**src/rtl/if_fetch_if.sv**
```systemverilog
// Instruction-memory request bus between the fetch stage and memory.
// Single outstanding request; ack and rdata arrive in the same cycle.
interface if_fetch_if;
    logic        imem_req_o;
    logic [31:0] imem_addr_o;
    logic        imem_ack_i;
    logic [31:0] imem_rdata_i;

    modport master (
        output imem_req_o,
        output imem_addr_o,
        input  imem_ack_i,
        input  imem_rdata_i
    );

    modport slave (
        input  imem_req_o,
        input  imem_addr_o,
        output imem_ack_i,
        output imem_rdata_i
    );
endinterface

```
**src/rtl/if_fetch.sv**
```systemverilog
// Fetch stage: PC, single-outstanding imem requests, 2-entry queue to if_id.
// Redirects on EX jumps and drops fetches that were in flight at the jump.
module if_fetch #(
    parameter logic [31:0] RESET_PC = 32'h0000_0000,
    parameter logic [31:0] NOP_INST = 32'h0000_0013
) (
    input  logic        clk,
    input  logic        arst,
    input  logic        jump_ena_i,
    input  logic [31:0] jump_addr_i,
    input  logic [3:0]  hold_i,
    if_fetch_if.master  imem,
    output logic [31:0] inst_o,
    output logic [31:0] inst_addr_o,
    output logic        inst_valid_o
);

    typedef enum logic [1:0] {IDLE, REQ, DROP} state_t;

    state_t      state;
    logic        req_q;
    logic [31:0] pc;
    logic [31:0] addr_q;
    logic [31:0] q_addr [2];
    logic [31:0] q_inst [2];
    logic        rd_ptr;
    logic        wr_ptr;
    logic [1:0]  count;

    logic [31:0] jump_tgt;
    logic [31:0] pc_inc;
    logic [31:0] pc_drop;
    logic        ack;
    logic        push;
    logic        pop;
    logic [1:0]  count_nxt;
    logic        unused_bits;

    assign jump_tgt    = {jump_addr_i[31:2], 2'b00};
    assign pc_inc      = pc + 32'd4;
    assign pc_drop     = jump_ena_i ? jump_tgt : pc;
    assign ack         = imem.imem_ack_i;
    assign push        = (state == REQ) && ack && !jump_ena_i;
    assign pop         = (count != 2'd0) && !hold_i[1];
    assign count_nxt   = count + {1'b0, push} - {1'b0, pop};
    assign unused_bits = ^{hold_i[3:2], jump_addr_i[1:0]};

    // addr_q tracks pc except in DROP, where it keeps the stale address
    always_ff @(posedge clk or posedge arst) begin
        if (arst) begin
            state  <= IDLE;
            req_q  <= 1'b0;
            pc     <= RESET_PC;
            addr_q <= RESET_PC;
        end else begin
            unique case (state)
                IDLE: begin
                    if (jump_ena_i) begin
                        pc     <= jump_tgt;
                        addr_q <= jump_tgt;
                    end
                    if (!hold_i[0] && (jump_ena_i || count != 2'd2)) begin
                        state <= REQ;
                        req_q <= 1'b1;
                    end
                end
                REQ: begin
                    if (jump_ena_i) begin
                        pc <= jump_tgt;
                        if (ack) addr_q <= jump_tgt;
                        else     state  <= DROP;
                    end else if (ack) begin
                        pc     <= pc_inc;
                        addr_q <= pc_inc;
                        if (hold_i[0] || count_nxt == 2'd2) begin
                            state <= IDLE;
                            req_q <= 1'b0;
                        end
                    end
                end
                DROP: begin
                    if (jump_ena_i) pc <= jump_tgt;
                    if (ack) begin
                        addr_q <= pc_drop;
                        if (hold_i[0]) begin
                            state <= IDLE;
                            req_q <= 1'b0;
                        end else begin
                            state <= REQ;
                        end
                    end
                end
                default: begin
                    state <= IDLE;
                    req_q <= 1'b0;
                end
            endcase
        end
    end

    // flush on jump wins over any same-cycle push or pop
    always_ff @(posedge clk or posedge arst) begin
        if (arst) begin
            count     <= 2'd0;
            rd_ptr    <= 1'b0;
            wr_ptr    <= 1'b0;
            q_addr[0] <= '0;
            q_addr[1] <= '0;
            q_inst[0] <= NOP_INST;
            q_inst[1] <= NOP_INST;
        end else if (jump_ena_i) begin
            count  <= 2'd0;
            rd_ptr <= 1'b0;
            wr_ptr <= 1'b0;
        end else begin
            if (push) begin
                q_addr[wr_ptr] <= pc;
                q_inst[wr_ptr] <= imem.imem_rdata_i;
                wr_ptr         <= ~wr_ptr;
            end
            if (pop) rd_ptr <= ~rd_ptr;
            count <= count_nxt;
        end
    end

    assert property (@(posedge clk) disable iff (arst)
        push |-> count != 2'd2);

    assign imem.imem_req_o  = req_q;
    assign imem.imem_addr_o = addr_q;
    assign inst_valid_o     = count != 2'd0;
    assign inst_o           = inst_valid_o ? q_inst[rd_ptr] : NOP_INST;
    assign inst_addr_o      = inst_valid_o ? q_addr[rd_ptr] : '0;

endmodule

```
**src/flat_wrapper.sv**
```systemverilog
// flat-port wrapper written by rule: the top's interface ports become plain ports
module if_fetch_flat 
#(
    parameter logic [31:0] RESET_PC = 32'h0000_0000,
    parameter logic [31:0] NOP_INST = 32'h0000_0013
)
  (clk, arst, jump_ena_i, jump_addr_i, hold_i, inst_o, inst_addr_o, inst_valid_o, imem_imem_req_o, imem_imem_addr_o, imem_imem_ack_i, imem_imem_rdata_i);
  if_fetch_if imem_i ();
  input  logic clk;
  input  logic arst;
  input  logic jump_ena_i;
  input  logic [31:0] jump_addr_i;
  input  logic [3:0] hold_i;
  output logic [31:0] inst_o;
  output logic [31:0] inst_addr_o;
  output logic inst_valid_o;
  output wire logic [$bits(imem_i.imem_req_o)-1:0] imem_imem_req_o;
  output wire logic [$bits(imem_i.imem_addr_o)-1:0] imem_imem_addr_o;
  input wire logic [$bits(imem_i.imem_ack_i)-1:0] imem_imem_ack_i;
  input wire logic [$bits(imem_i.imem_rdata_i)-1:0] imem_imem_rdata_i;
  assign imem_imem_req_o = imem_i.imem_req_o;
  assign imem_imem_addr_o = imem_i.imem_addr_o;
  assign imem_i.imem_ack_i = imem_imem_ack_i;
  assign imem_i.imem_rdata_i = imem_imem_rdata_i;
  if_fetch #(.RESET_PC(RESET_PC), .NOP_INST(NOP_INST)) u_core (.clk(clk), .arst(arst), .jump_ena_i(jump_ena_i), .jump_addr_i(jump_addr_i), .hold_i(hold_i), .imem(imem_i), .inst_o(inst_o), .inst_addr_o(inst_addr_o), .inst_valid_o(inst_valid_o));
endmodule
```
**config.mk**
```make
export PLATFORM = sky130hd
export DESIGN_NAME = if_fetch_flat
export DESIGN_NICKNAME = d
export VERILOG_FILES = /design/src/rtl/if_fetch_if.sv /design/src/rtl/if_fetch.sv /design/src/flat_wrapper.sv
export SDC_FILE = /design/constraint.sdc
export NUM_CORES = 1
export LEC_CHECK = 0
export BUFFER_PORTS_ARGS = -buffer_cell sky130_fd_sc_hd__buf_2
export CAP_MARGIN = 10
export CORE_MARGIN = 5
export CORE_UTILIZATION = 60
export DETAILED_ROUTE_END_ITERATION = 8
export PLACE_DENSITY = 0.84
export SLEW_MARGIN = 10
export SYNTH_ARGS = -nofsm -noshare
export SYNTH_HDL_FRONTEND = slang
export SYNTH_SLANG_ARGS = --single-unit
export TNS_END_PERCENT = 30
```
**constraint.sdc**
```tcl
create_clock -name clk -period 13.2 [get_ports clk]
set_input_delay 1.32 -clock clk [delete_from_list [all_inputs] [get_ports clk]]
set_output_delay 1.32 -clock clk [all_outputs]
set_load 0.01 [all_outputs]
```
==> key figures, run 1 <==
Synthesis
  • Syn Inst Count: 1043
  • Post-synthesis share of cell area spent on full adders, half adders and majority gates: less than 1%
  • Area share of and/or/nand/nor cells after synthesis: 12.8%
  • Main area contributors after synthesis: sky130_fd_sc_hd__dfrtp_1, sky130_fd_sc_hd__mux2_2, sky130_fd_sc_hd__mux2i_1, sky130_fd_sc_hd__nor2_1, sky130_fd_sc_hd__o21ai_0
  • Dominant register cell in the synthesized netlist: sky130_fd_sc_hd__dfrtp_1
  • Sequential cell area fraction in the yosys report: 47.0%
  • Xor-xnor portion of the synthesized cell area: under 10%
  • Multiplexer fraction of the synthesized cell area: 20.0%
  • Synthesis Warnings: 0
  • Post-synthesis compound-gate area fraction: between 10 and 15%
  • Mean cell area of the mapped netlist: 10.2 um^2
  • Cell type with the largest total area after synthesis: sky130_fd_sc_hd__dfrtp_1
  • Synthesis-stage register bit count: 199
  • Number of synthesized flops with an enable pin: 0
  • Most used standard cell by instance count after synthesis: sky130_fd_sc_hd__dfrtp_1
  • Main combinational cell family by area after synthesis: multiplexers
  • Synth Cell Area: 0.0106 mm^2
  • Net Count, Synth: roughly 1100
  • Number of distinct library cell variants in the gate-level netlist after synthesis: 62
  • Synth top area share: 45.5%
  • Commonest cells post-synth: sky130_fd_sc_hd__dfrtp_1, sky130_fd_sc_hd__mux2_2, sky130_fd_sc_hd__nor2_1, sky130_fd_sc_hd__o21ai_0, sky130_fd_sc_hd__clkbuf_1
  • Ys async rst share: 100%

Pwr
  • Worst ir drop on vdd: 0.000181 V
  • Switching power as a share of total power: between 40% and 50%
  • Power Density: 237 mW/mm^2
  • Power share of the sequential group: 38.4%
  • Share of total power in combinational logic: about 43%
  • Clock power frac: 18.4%
  • Net switching power of the design: 1.21 mW
  • Leakage power: between 5 and 6 nW
  • Cell Int Power: 1.65 mW
  • Overall power consumption: 2.87 mW

Setup path
  • Combined buffer and inverter count along the critical path: 1
  • Worst setup path category: reg2reg
  • Cell at the slowest stage of the critical path: sky130_fd_sc_hd__ha_1
  • Data required time of the critical path: 13540 ps
  • CP Data Arrival Time: 4200 ps
  • Startpoint class of the critical path: register
  • Ordered cell list for the critical path: inv_1 > ha_1 > nand2b_1 > nor2_1 > ha_1 > xor2_1 > xnor2_1 > o311ai_0 > o221ai_1 > mux2_2
  • Highest cell delay on the worst timing path: 810 ps
  • CP most frequent cell: sky130_fd_sc_hd__ha_1
  • Type of destination of the critical path: register
  • Critical Path Fanout Max: 24
  • Top cell family by delay on the critical path: adder cells

Die
  • DIE WIDTH: 143 um
  • Floorplan row count: 48
  • Die Area: 0.0205 mm^2
  • Num ports: 170
  • Starting Density: 61.2%
  • Chip Height: 143 um
  • Placeable core area: 0.0174 mm^2

Global routing
  • Wire length of the first global-routing pass: around 47 mm
  • Initial antenna violation count: 0
  • Number of global-route vias before repair: 8997
  • Overflow left after global routing: 0
  • Tot GR Track Use: 28.6%
  • Maximum number of pins on one net before global-route repair: 120

Timing
  • Worst-Margin Slew: 1040 ps
  • Setup repair after global routing missed its margin: no
  • Slew Viols, Final: 0
  • Setup-failing EPs final: 0
  • Fmax achieved: 0.259 GHz
  • Min Tclk post-route: between 3000 and 4000 ps
  • Final worst hold slack: 473 ps
  • Part of the cycle the worst path needs: 29.3%
  • Post-Route Skew: 9.94 ps
  • Fin Setup TNS: 0 ps
  • Final Worst Setup Slack: 9330 ps
  • Final Hold Violating Endpoints: 0
  • Headroom to the max-slew limit: between 30 and 40%

CTS
  • Source-to-sink clock delay at the later pin of the worst-skew pair: 440 ps
  • Post-CTS clock slew at the launch and capture registers of the worst setup and hold paths: 80 ps
  • Hold buffer count at CTS: 0
  • Maximum number of buffers from clock root to sink: 2
  • Number of CTS-inserted buffers: 17
  • CTS Sinks: 199
  • Post-CTS repair timing setup buffer count: 0
  • Clock tree from TritonCTS: done
  • Number of gates given a new drive strength after cts: 0
  • Root Buffer: sky130_fd_sc_hd__clkbuf_16
  • H-tree Lvls: 4

Finish
  • Antenna cells: 0
  • Multi-input gate area in the final layout: 0.00520 mm^2
  • Register Area: ~0.0050 mm^2
  • Area growth from synthesis to final layout: 13.7%
  • Post-Layout Cell Count: 1386
  • Fraction of layout cells with a size suffix above 1: 30.1%
  • # fillers: ~1300
  • Number of nets in the finished design: 1227

Placed design
  • Number of placed cells counting well taps: around 1400
  • Gpl congestion: just under 1
  • Total half-perimeter wirelength after legalization and detailed placement: 19.3 mm
  • Port Buffer Count: 165
  • Placement Setup Slack: 9390 ps

Run status
  • Status: completed

Drt
  • DR pass1 iterations: 5
  • Remaining antenna violation count after routing: 0
  • Drt via density: about 6.5
  • Drt total wl: ~29 mm
  • WL/cell: a little over 20 um
  • # DRC: 0
  • Total vias in the final route: 8970
  • DRC violation total after the first TritonRoute iteration: about 950

Worst hold path
  • Path type of the worst min-delay path: reg2reg

Job
  • # Max-Cap Violations: 0
==> sequential cells by signal, indices dropped and copies added, names as in the netlist <==
signal,cells
u_core.imem.imem_req_o,1
u_core.wr_ptr,1
u_core.state,2
u_core.rd_ptr,1
u_core.q_addr,64
u_core.count,2
u_core.q_inst,64
u_core.imem.imem_addr_o,32
u_core.pc,32
==> placed cells by master (no fill, tap or decap), types with 9 or more instances in the layout <==
master	netlist	routed
sky130_fd_sc_hd__dfrtp_1	193	192
sky130_fd_sc_hd__a221oi_1	10	10
sky130_fd_sc_hd__a21oi_1	44	44
sky130_fd_sc_hd__o22ai_1	11	11
sky130_fd_sc_hd__buf_2	14	165
sky130_fd_sc_hd__clkbuf_16	0	17
sky130_fd_sc_hd__nand2_1	57	56
sky130_fd_sc_hd__nor4_1	15	15
sky130_fd_sc_hd__a22oi_1	9	9
sky130_fd_sc_hd__nor2_1	117	115
sky130_fd_sc_hd__buf_4	7	14
sky130_fd_sc_hd__nand3_1	25	25
sky130_fd_sc_hd__mux2i_1	67	67
sky130_fd_sc_hd__o21ai_0	70	70
sky130_fd_sc_hd__a31oi_1	11	11
sky130_fd_sc_hd__inv_1	16	15
sky130_fd_sc_hd__mux2_2	122	122
sky130_fd_sc_hd__nand4_1	16	16
sky130_fd_sc_hd__nor3_1	16	16
==> worst reg2reg max path, stage by stage, from the launching register on <==
cell and delay [ps]:
sky130_fd_sc_hd__dfrtp_1 420, sky130_fd_sc_hd__inv_1 90, sky130_fd_sc_hd__ha_1 810, sky130_fd_sc_hd__nand2b_1 610
sky130_fd_sc_hd__nor2_1 350, sky130_fd_sc_hd__ha_1 210, sky130_fd_sc_hd__xor2_1 180, sky130_fd_sc_hd__xnor2_1 110
sky130_fd_sc_hd__o311ai_0 400, sky130_fd_sc_hd__o221ai_1 270, sky130_fd_sc_hd__mux2_2 320
==> metrics by stage <==
step                      util (%)  area (um^2)
after global placement        66.1        11500
after global routing          69.6        12100
after floorplan                  -        10600
after detailed placement      66.1        11500
after CTS                     69.5        12100
final                         69.6        12100
==> final cells by class <==
| class | instances | share of cell area (%) |
|---|---|---|
| Clock inverter | 15 | 1.45 |
| Timing Repair Buffer | 179 | 7.71 |
| Sequential cell | 199 | 41.3 |
| Inverter | 17 | 0.591 |
| Clock buffer | 17 | 3.52 |
| Multi-Input combinational cell | 734 | 43.0 |
| Tap cell | 225 | 2.33 |
==> per-layer routing <==
metal	global-route usage [%]	vias up	routed length [um]
met3	5.99	106	2440
li1	-	3994	-
met2	46.7	485	14100
met5	0	-	0
met4	13.5	0	1260
met1	36.7	4385	11000
==> worst paths after layout <==
kind	startpoint	end	slack (ps)	cells after the start
setup / recovery	u_core.state[1]	u_core.state[1]	9330	10
min in group asynchronous	arst	u_core.q_addr[0]	1040	2
max in group asynchronous	arst	u_core.rd_ptr	10490	3
hold reg to reg	u_core.imem.imem_addr_o[1]	u_core.imem.imem_addr_o[1]	470	2
setup reg to reg	u_core.state[1]	u_core.state[1]	9330	10
hold / removal	u_core.imem.imem_addr_o[1]	u_core.imem.imem_addr_o[1]	470	2
==> power by group through the flow <==
stage                     clock network (mW)  registers (mW)  logic [mW]
final                                  0.527            1.10        1.24
after CTS                              0.531            1.10        1.23
after global placement                     0            1.09        1.19
after global routing                   0.557            1.13        1.36
after detailed placement                   0            1.11        1.22
after floorplan                            0            1.01       0.918
==> cells by family (layout without fill, tap and decap cells) <==
| kind of cell | Yosys count | count (layout) |
|---|---|---|
| compound gates | 228 | 228 |
| buf+inv | 110 | 228 |
| mux | 196 | 196 |
| simple gates | 289 | 289 |
| fa+ha+maj | 7 | 7 |
| xor+xnor | 14 | 14 |
| flops | 199 | 199 |
No activity file was read; power rests on OpenSTA's default activity.
==> run 2: changes to the inputs <==
--- a/config.mk
+++ b/config.mk
@@ -8,9 +8,9 @@
 export BUFFER_PORTS_ARGS = -buffer_cell sky130_fd_sc_hd__buf_2
 export CAP_MARGIN = 10
 export CORE_MARGIN = 5
-export CORE_UTILIZATION = 60
+export CORE_UTILIZATION = 57
 export DETAILED_ROUTE_END_ITERATION = 8
-export PLACE_DENSITY = 0.84
+export PLACE_DENSITY = 0.8
 export SLEW_MARGIN = 10
 export SYNTH_ARGS = -nofsm -noshare
 export SYNTH_HDL_FRONTEND = slang
==> constraint.sdc (replaced) <==
create_clock -name clk -period 4 [get_ports clk]
set_input_delay 0.4 -clock clk [delete_from_list [all_inputs] [get_ports clk]]
set_output_delay 0.4 -clock clk [all_outputs]
set_load 0.01 [all_outputs]
==> key figures, run 2 (synthesis results as in run 1) <==
Placed design
  • Total half-perimeter wirelength after legalization and detailed placement: 19.7 mm
  • Gpl congestion: 0.959
  • Placement Setup Slack: 1230 ps
  • Port Buffer Count: 165
  • Placed instance area: around 0.012 mm^2

Global routing
  • Number of global-route vias before repair: 9088
  • Met1 usage in global routing: 33.8%
  • Wire length of the first global-routing pass: 46.0 mm
  • Met2 global-route usage: between 40% and 50%
  • Initial antenna violation count: 0
  • Overflow left after global routing: 0
  • Maximum number of pins on one net before global-route repair: between 60 and 70
  • Met3 capacity usage during global routing: 4.90%
  • Tot GR Track Use: 26.2%
  • Most Crowded Layer GR: met2

Timing
  • Fmax achieved: 0.358 GHz
  • Min Tclk post-route: 2790 ps
  • Setup repair after global routing missed its margin: no
  • Headroom to the max-slew limit: 34.8%
  • Final Hold Violating Endpoints: 0
  • Fin Setup TNS: 0 ps
  • Setup-failing EPs final: 0
  • Final Worst Setup Slack: 1210 ps
  • Worst-Margin Slew: 969 ps
  • Post-Route Skew: 15.8 ps
  • Slew Viols, Final: 0
  • Part of the cycle the worst path needs: between 60% and 70%

Die
  • Chip Height: around 150 um
  • Floorplan row count: 50
  • Die Area: ~0.021 mm^2
  • Starting Density: 57.4%
  • DIE WIDTH: 147 um
  • Placeable core area: around 0.019 mm^2
  • Num ports: 170

CTS
  • Source-to-sink clock delay at the later pin of the worst-skew pair: 440 ps
  • Clock tree from TritonCTS: done
  • Number of gates given a new drive strength after cts: 0
  • H-tree Lvls: 4
  • Post-CTS repair timing setup buffer count: 0
  • Post-CTS clock slew at the launch and capture registers of the worst setup and hold paths: around 80 ps
  • Number of CTS-inserted buffers: 17
  • Hold buffer count at CTS: 0
  • Root Buffer: sky130_fd_sc_hd__clkbuf_16
  • CTS Sinks: 199
  • Maximum number of buffers from clock root to sink: 2

Drt
  • # DRC: 0
  • DRC violation total after the first TritonRoute iteration: 835
  • Remaining antenna violation count after routing: 0
  • Drt total wl: 28.3 mm
  • WL/cell: roughly 20 um
  • Drt via density: 6.34
  • Total vias in the final route: 8902
  • DR pass1 iterations: 7

Finish
  • Registers with the highest flip-flop counts: u_core.q_addr x64, u_core.q_inst x64
  • Area growth from synthesis to final layout: 14.9%
  • Leading cell type in the layout, fill and taps excluded: sky130_fd_sc_hd__dfrtp_1
  • # fillers: about 1500
  • Antenna cells: 0
  • Commonest cells after routing, fill and taps aside: sky130_fd_sc_hd__dfrtp_1, sky130_fd_sc_hd__buf_2, sky130_fd_sc_hd__mux2_2
  • Fraction of layout cells with a size suffix above 1: 30.6%
  • Number of nets in the finished design: between 1000 and 1500
  • Final instance area: 0.0122 mm^2

Setup path
  • Data required time of the critical path: 4320 ps
  • CP Data Arrival Time: 3110 ps
  • Worst setup path category: reg2reg
  • Startpoint class of the critical path: register
  • Type of destination of the critical path: register
  • Critical Path Fanout Max: 23

Pwr
  • Overall power consumption: about 9.5 mW
  • Leakage power: 5.40 nW
  • Worst ir drop on vdd: 0.000620 V
  • Power Density: 780 mW/mm^2

Job
  • # Max-Cap Violations: 0

Worst hold path
  • Path type of the worst min-delay path: in2async

Run status
  • Status: completed
-- run 2: cell types whose count changed in the layout (fill, tap and decap cells not counted), moves of 2 or more --
cell,before,now
sky130_fd_sc_hd__clkinv_4,4,0
sky130_fd_sc_hd__inv_12,1,3
sky130_fd_sc_hd__buf_12,0,2
sky130_fd_sc_hd__buf_4,14,22
-- run 2: worst max-delay path, cell delays in order, from the launching register on --
cell                      delay (ps)
sky130_fd_sc_hd__dfrtp_1         410
sky130_fd_sc_hd__inv_1            80
sky130_fd_sc_hd__ha_1            200
sky130_fd_sc_hd__buf_4           220
sky130_fd_sc_hd__nor2b_1         280
sky130_fd_sc_hd__a21oi_1         630
sky130_fd_sc_hd__o21ai_0         480
sky130_fd_sc_hd__a32oi_1         280
sky130_fd_sc_hd__o31ai_1         100
-- run 2: final cells by class --
cell class              count  area (um^2)  area share (%)
repair buffers            189         1030            8.45
clock buffers              17          425            3.49
multi-input cells         734         5190            42.5
well taps                 234          293            2.40
flip-flops and latches    199         4990            40.9
inverters                  17         67.6           0.554
clock inverters            15          205            1.68
-- run 2: final timing paths --
kind / cells past startpoint / slack [ps] / to / startpoint
max: 8 / 1210 / u_core.pc[26] / u_core.state[1]
min: 2 / 90 / u_core.q_inst[59] / arst
max reg2reg: 8 / 1210 / u_core.pc[26] / u_core.state[1]
min reg2reg: 2 / 470 / u_core.imem.imem_addr_o[1] / u_core.imem.imem_addr_o[1]
max in group asynchronous: 3 / 2820 / u_core.q_inst[57] / arst
min in group clk: 2 / 190 / u_core.q_inst[10] / imem_imem_rdata_i[10]
-- run 2: power by group --
| part | internal (mW) | total, mW | switching [mW] |
|---|---|---|---|
| registers | 2.89 | 3.65 | 0.765 |
| logic | 1.77 | 4.06 | 2.29 |
| clock network | 0.878 | 1.81 | 0.937 |
-- run 2: metrics by stage --
step	hold WS, ps	utilization, %	std cells
floorplan	450	-	1043
global placement	452	62.5	1373
detailed placement	460	62.5	1373
CTS	117	65.9	1405
global route	152	65.9	1405
finish	88.0	65.9	1405
-- run 2: routing by layer --
layer	routed length (um)	vias to the layer above	part of all wire, %
met5	0	-	0
met4	885	0	3.1
met3	1790	60	6.3
met2	13900	397	49
met1	11700	4411	41
li1	-	4034	-
==> run 3: changes to the inputs <==
==> constraint.sdc (replaced) <==
create_clock -name clk -period 2.83 [get_ports clk]
set_input_delay 0.283 -clock clk [delete_from_list [all_inputs] [get_ports clk]]
set_output_delay 0.283 -clock clk [all_outputs]
set_load 0.01 [all_outputs]
==> key figures, run 3 (synthesis results as in run 1) <==
Global routing
  • Number of global-route vias before repair: 9098
  • Overflow left after global routing: 0
  • Initial antenna violation count: 0
  • Maximum number of pins on one net before global-route repair: 143
  • Tot GR Track Use: 27.6%
  • Wire length of the first global-routing pass: 48.0 mm

Timing
  • Min Tclk post-route: 2570 ps
  • Headroom to the max-slew limit: 47.8%
  • Fmax achieved: 0.389 GHz
  • Slew Viols, Final: 0
  • Setup-failing EPs final: 0
  • Setup repair after global routing missed its margin: no
  • Final worst hold slack: about 38 ps
  • Worst-Margin Slew: 783 ps
  • Post-Route Skew: 10.4 ps
  • Part of the cycle the worst path needs: 90.7%
  • Final Hold Violating Endpoints: 0

Setup path
  • Highest cell delay on the worst timing path: 420 ps
  • Register-to-register setup slack: around 260 ps
  • Top cell family by delay on the critical path: compound AO/OA/AOI/OAI gates
  • Worst setup path category: reg2reg
  • Critical path depth in cells: 10
  • CP most frequent cell: sky130_fd_sc_hd__ha_1
  • Data required time of the critical path: 3170 ps
  • Ordered cell list for the critical path: inv_1 > ha_1 > nand2b_1 > nor2_1 > ha_1 > xor2_1 > xnor2_1 > o311ai_0 > o221ai_1 > mux2_2
  • Cell at the slowest stage of the critical path: sky130_fd_sc_hd__dfrtp_1
  • Length in cells of the worst reg-to-reg path: 10
  • Startpoint class of the critical path: register
  • R2r startpoint: u_core.state[1]
  • CP Data Arrival Time: approximately 2900 ps
  • Type of destination of the critical path: register
  • Critical Path Fanout Max: 4
  • Startpoint of the worst setup timing path: u_core.state[1]
  • Combined buffer and inverter count along the critical path: 1

CTS
  • CTS Sinks: 199
  • Hold buffer count at CTS: 0
  • Number of gates given a new drive strength after cts: 0
  • Number of CTS-inserted buffers: 17
  • Root Buffer: sky130_fd_sc_hd__clkbuf_16
  • Post-CTS repair timing setup buffer count: 0
  • Maximum number of buffers from clock root to sink: 2
  • Source-to-sink clock delay at the later pin of the worst-skew pair: 450 ps
  • Clock tree from TritonCTS: done
  • Post-CTS clock slew at the launch and capture registers of the worst setup and hold paths: 80 ps
  • H-tree Lvls: 4

Drt
  • Total vias in the final route: 9064
  • Drt via density: 6.36
  • Drt total wl: 29.6 mm
  • WL/cell: 20.7 um
  • Remaining antenna violation count after routing: 0
  • DR pass1 iterations: 5
  • # DRC: 0
  • DRC violation total after the first TritonRoute iteration: 855

Pwr
  • Power share of the sequential group: 36.8%
  • Switching power as a share of total power: a little over two fifths
  • Share of total power in combinational logic: 45.1%
  • Net switching power of the design: 5.72 mW
  • Clock power frac: 18.1%
  • Power Density: approximately 1100 mW/mm^2
  • Overall power consumption: between 10 and 15 mW
  • Worst ir drop on vdd: 0.000639 V
  • Leakage power: 5.50 nW
  • Cell Int Power: 7.93 mW

Die
  • DIE WIDTH: 147 um
  • Die Area: between 0.02 and 0.025 mm^2
  • Num ports: 170
  • Floorplan row count: 50
  • Placeable core area: 0.0185 mm^2
  • Starting Density: 57.4%
  • Chip Height: about 150 um

Finish
  • Leading cell type in the layout, fill and taps excluded: sky130_fd_sc_hd__dfrtp_1
  • Commonest cells after routing, fill and taps aside: sky130_fd_sc_hd__dfrtp_1, sky130_fd_sc_hd__buf_2, sky130_fd_sc_hd__mux2_2
  • Number of nets in the finished design: 1258
  • Fraction of layout cells with a size suffix above 1: 31.8%
  • Registers with the highest flip-flop counts: u_core.q_addr x64, u_core.q_inst x64
  • # fillers: 1503
  • Area growth from synthesis to final layout: 16.3%
  • Fin util: 66.7%
  • Antenna cells: 0

Placed design
  • Gpl congestion: between 0.9 and 1
  • Total half-perimeter wirelength after legalization and detailed placement: 20.5 mm
  • Port Buffer Count: 165

Worst hold path
  • Path type of the worst min-delay path: in2async

Job
  • # Max-Cap Violations: 0

Run status
  • Status: completed
[run 3: changes by cell type in the layout (fill, tap and decap cells not counted), moves of 2 or more]
cell                     before  now
sky130_fd_sc_hd__buf_4       22   41
sky130_fd_sc_hd__inv_8        4    6
sky130_fd_sc_hd__buf_12       2    4
sky130_fd_sc_hd__inv_12       3    1
[run 3: tightest hold or removal path, stage by stage]
cell	delay, ps
sky130_fd_sc_hd__buf_2	110
sky130_fd_sc_hd__clkinvlp_4	80
sky130_fd_sc_hd__buf_12	530
[run 3: cell type report]
type / count / area (um^2) / area share [%]
clock buffers: 17 / 425 / 3.44
clock inverters: 15 / 171 / 1.39
inverters: 17 / 67.6 / 0.547
repair buffers: 210 / 1210 / 9.82
flip-flops and latches: 199 / 4990 / 40.4
multi-input cells: 734 / 5190 / 42.0
well taps: 234 / 293 / 2.37
[run 3: path summary, 6_finish.rpt]
kind	end
worst max-delay path	u_core.state[0]
worst min register to register	u_core.imem.imem_addr_o[1]
worst min-delay path	u_core.q_inst[22]
worst max register to register	u_core.state[0]
min in group clk	u_core.q_inst[51]
max in group asynchronous	u_core.rd_ptr
[run 3: layer usage]
metal | global-route usage (%) | up-vias | part of all wire [%]
met5 | 0 | - | 0
li1 | - | 4073 | -
met3 | 4.07 | 85 | 7.4
met1 | 36.2 | 4493 | 40
met4 | 12.1 | 0 | 3.6
met2 | 45.9 | 413 | 49
[run 3: per-stage QoR]
step                worst slack, ps  cells  TNS [ps]  cell area (um^2)
finish                          263   1426         0             12400
floorplan                     -22.4   1043     -4330             10600
global route                   17.3   1426         0             12400
CTS                             259   1426         0             12400
detailed placement              280   1394         0             11800
global placement                411   1394         0             11800
[run 3: power by group through the flow]
| stage | combinational, mW | sequential, mW | clock [mW] |
|---|---|---|---|
| 6_report | 6.15 | 5.03 | 2.47 |
| 5_1_grt | 6.71 | 5.18 | 2.64 |
| 4_1_cts | 6.10 | 5.00 | 2.50 |
| 2_1_floorplan | 4.28 | 4.72 | 0 |
| 3_3_place_gp | 5.92 | 4.97 | 0 |
| 3_5_place_dp | 6.07 | 5.05 | 0 |
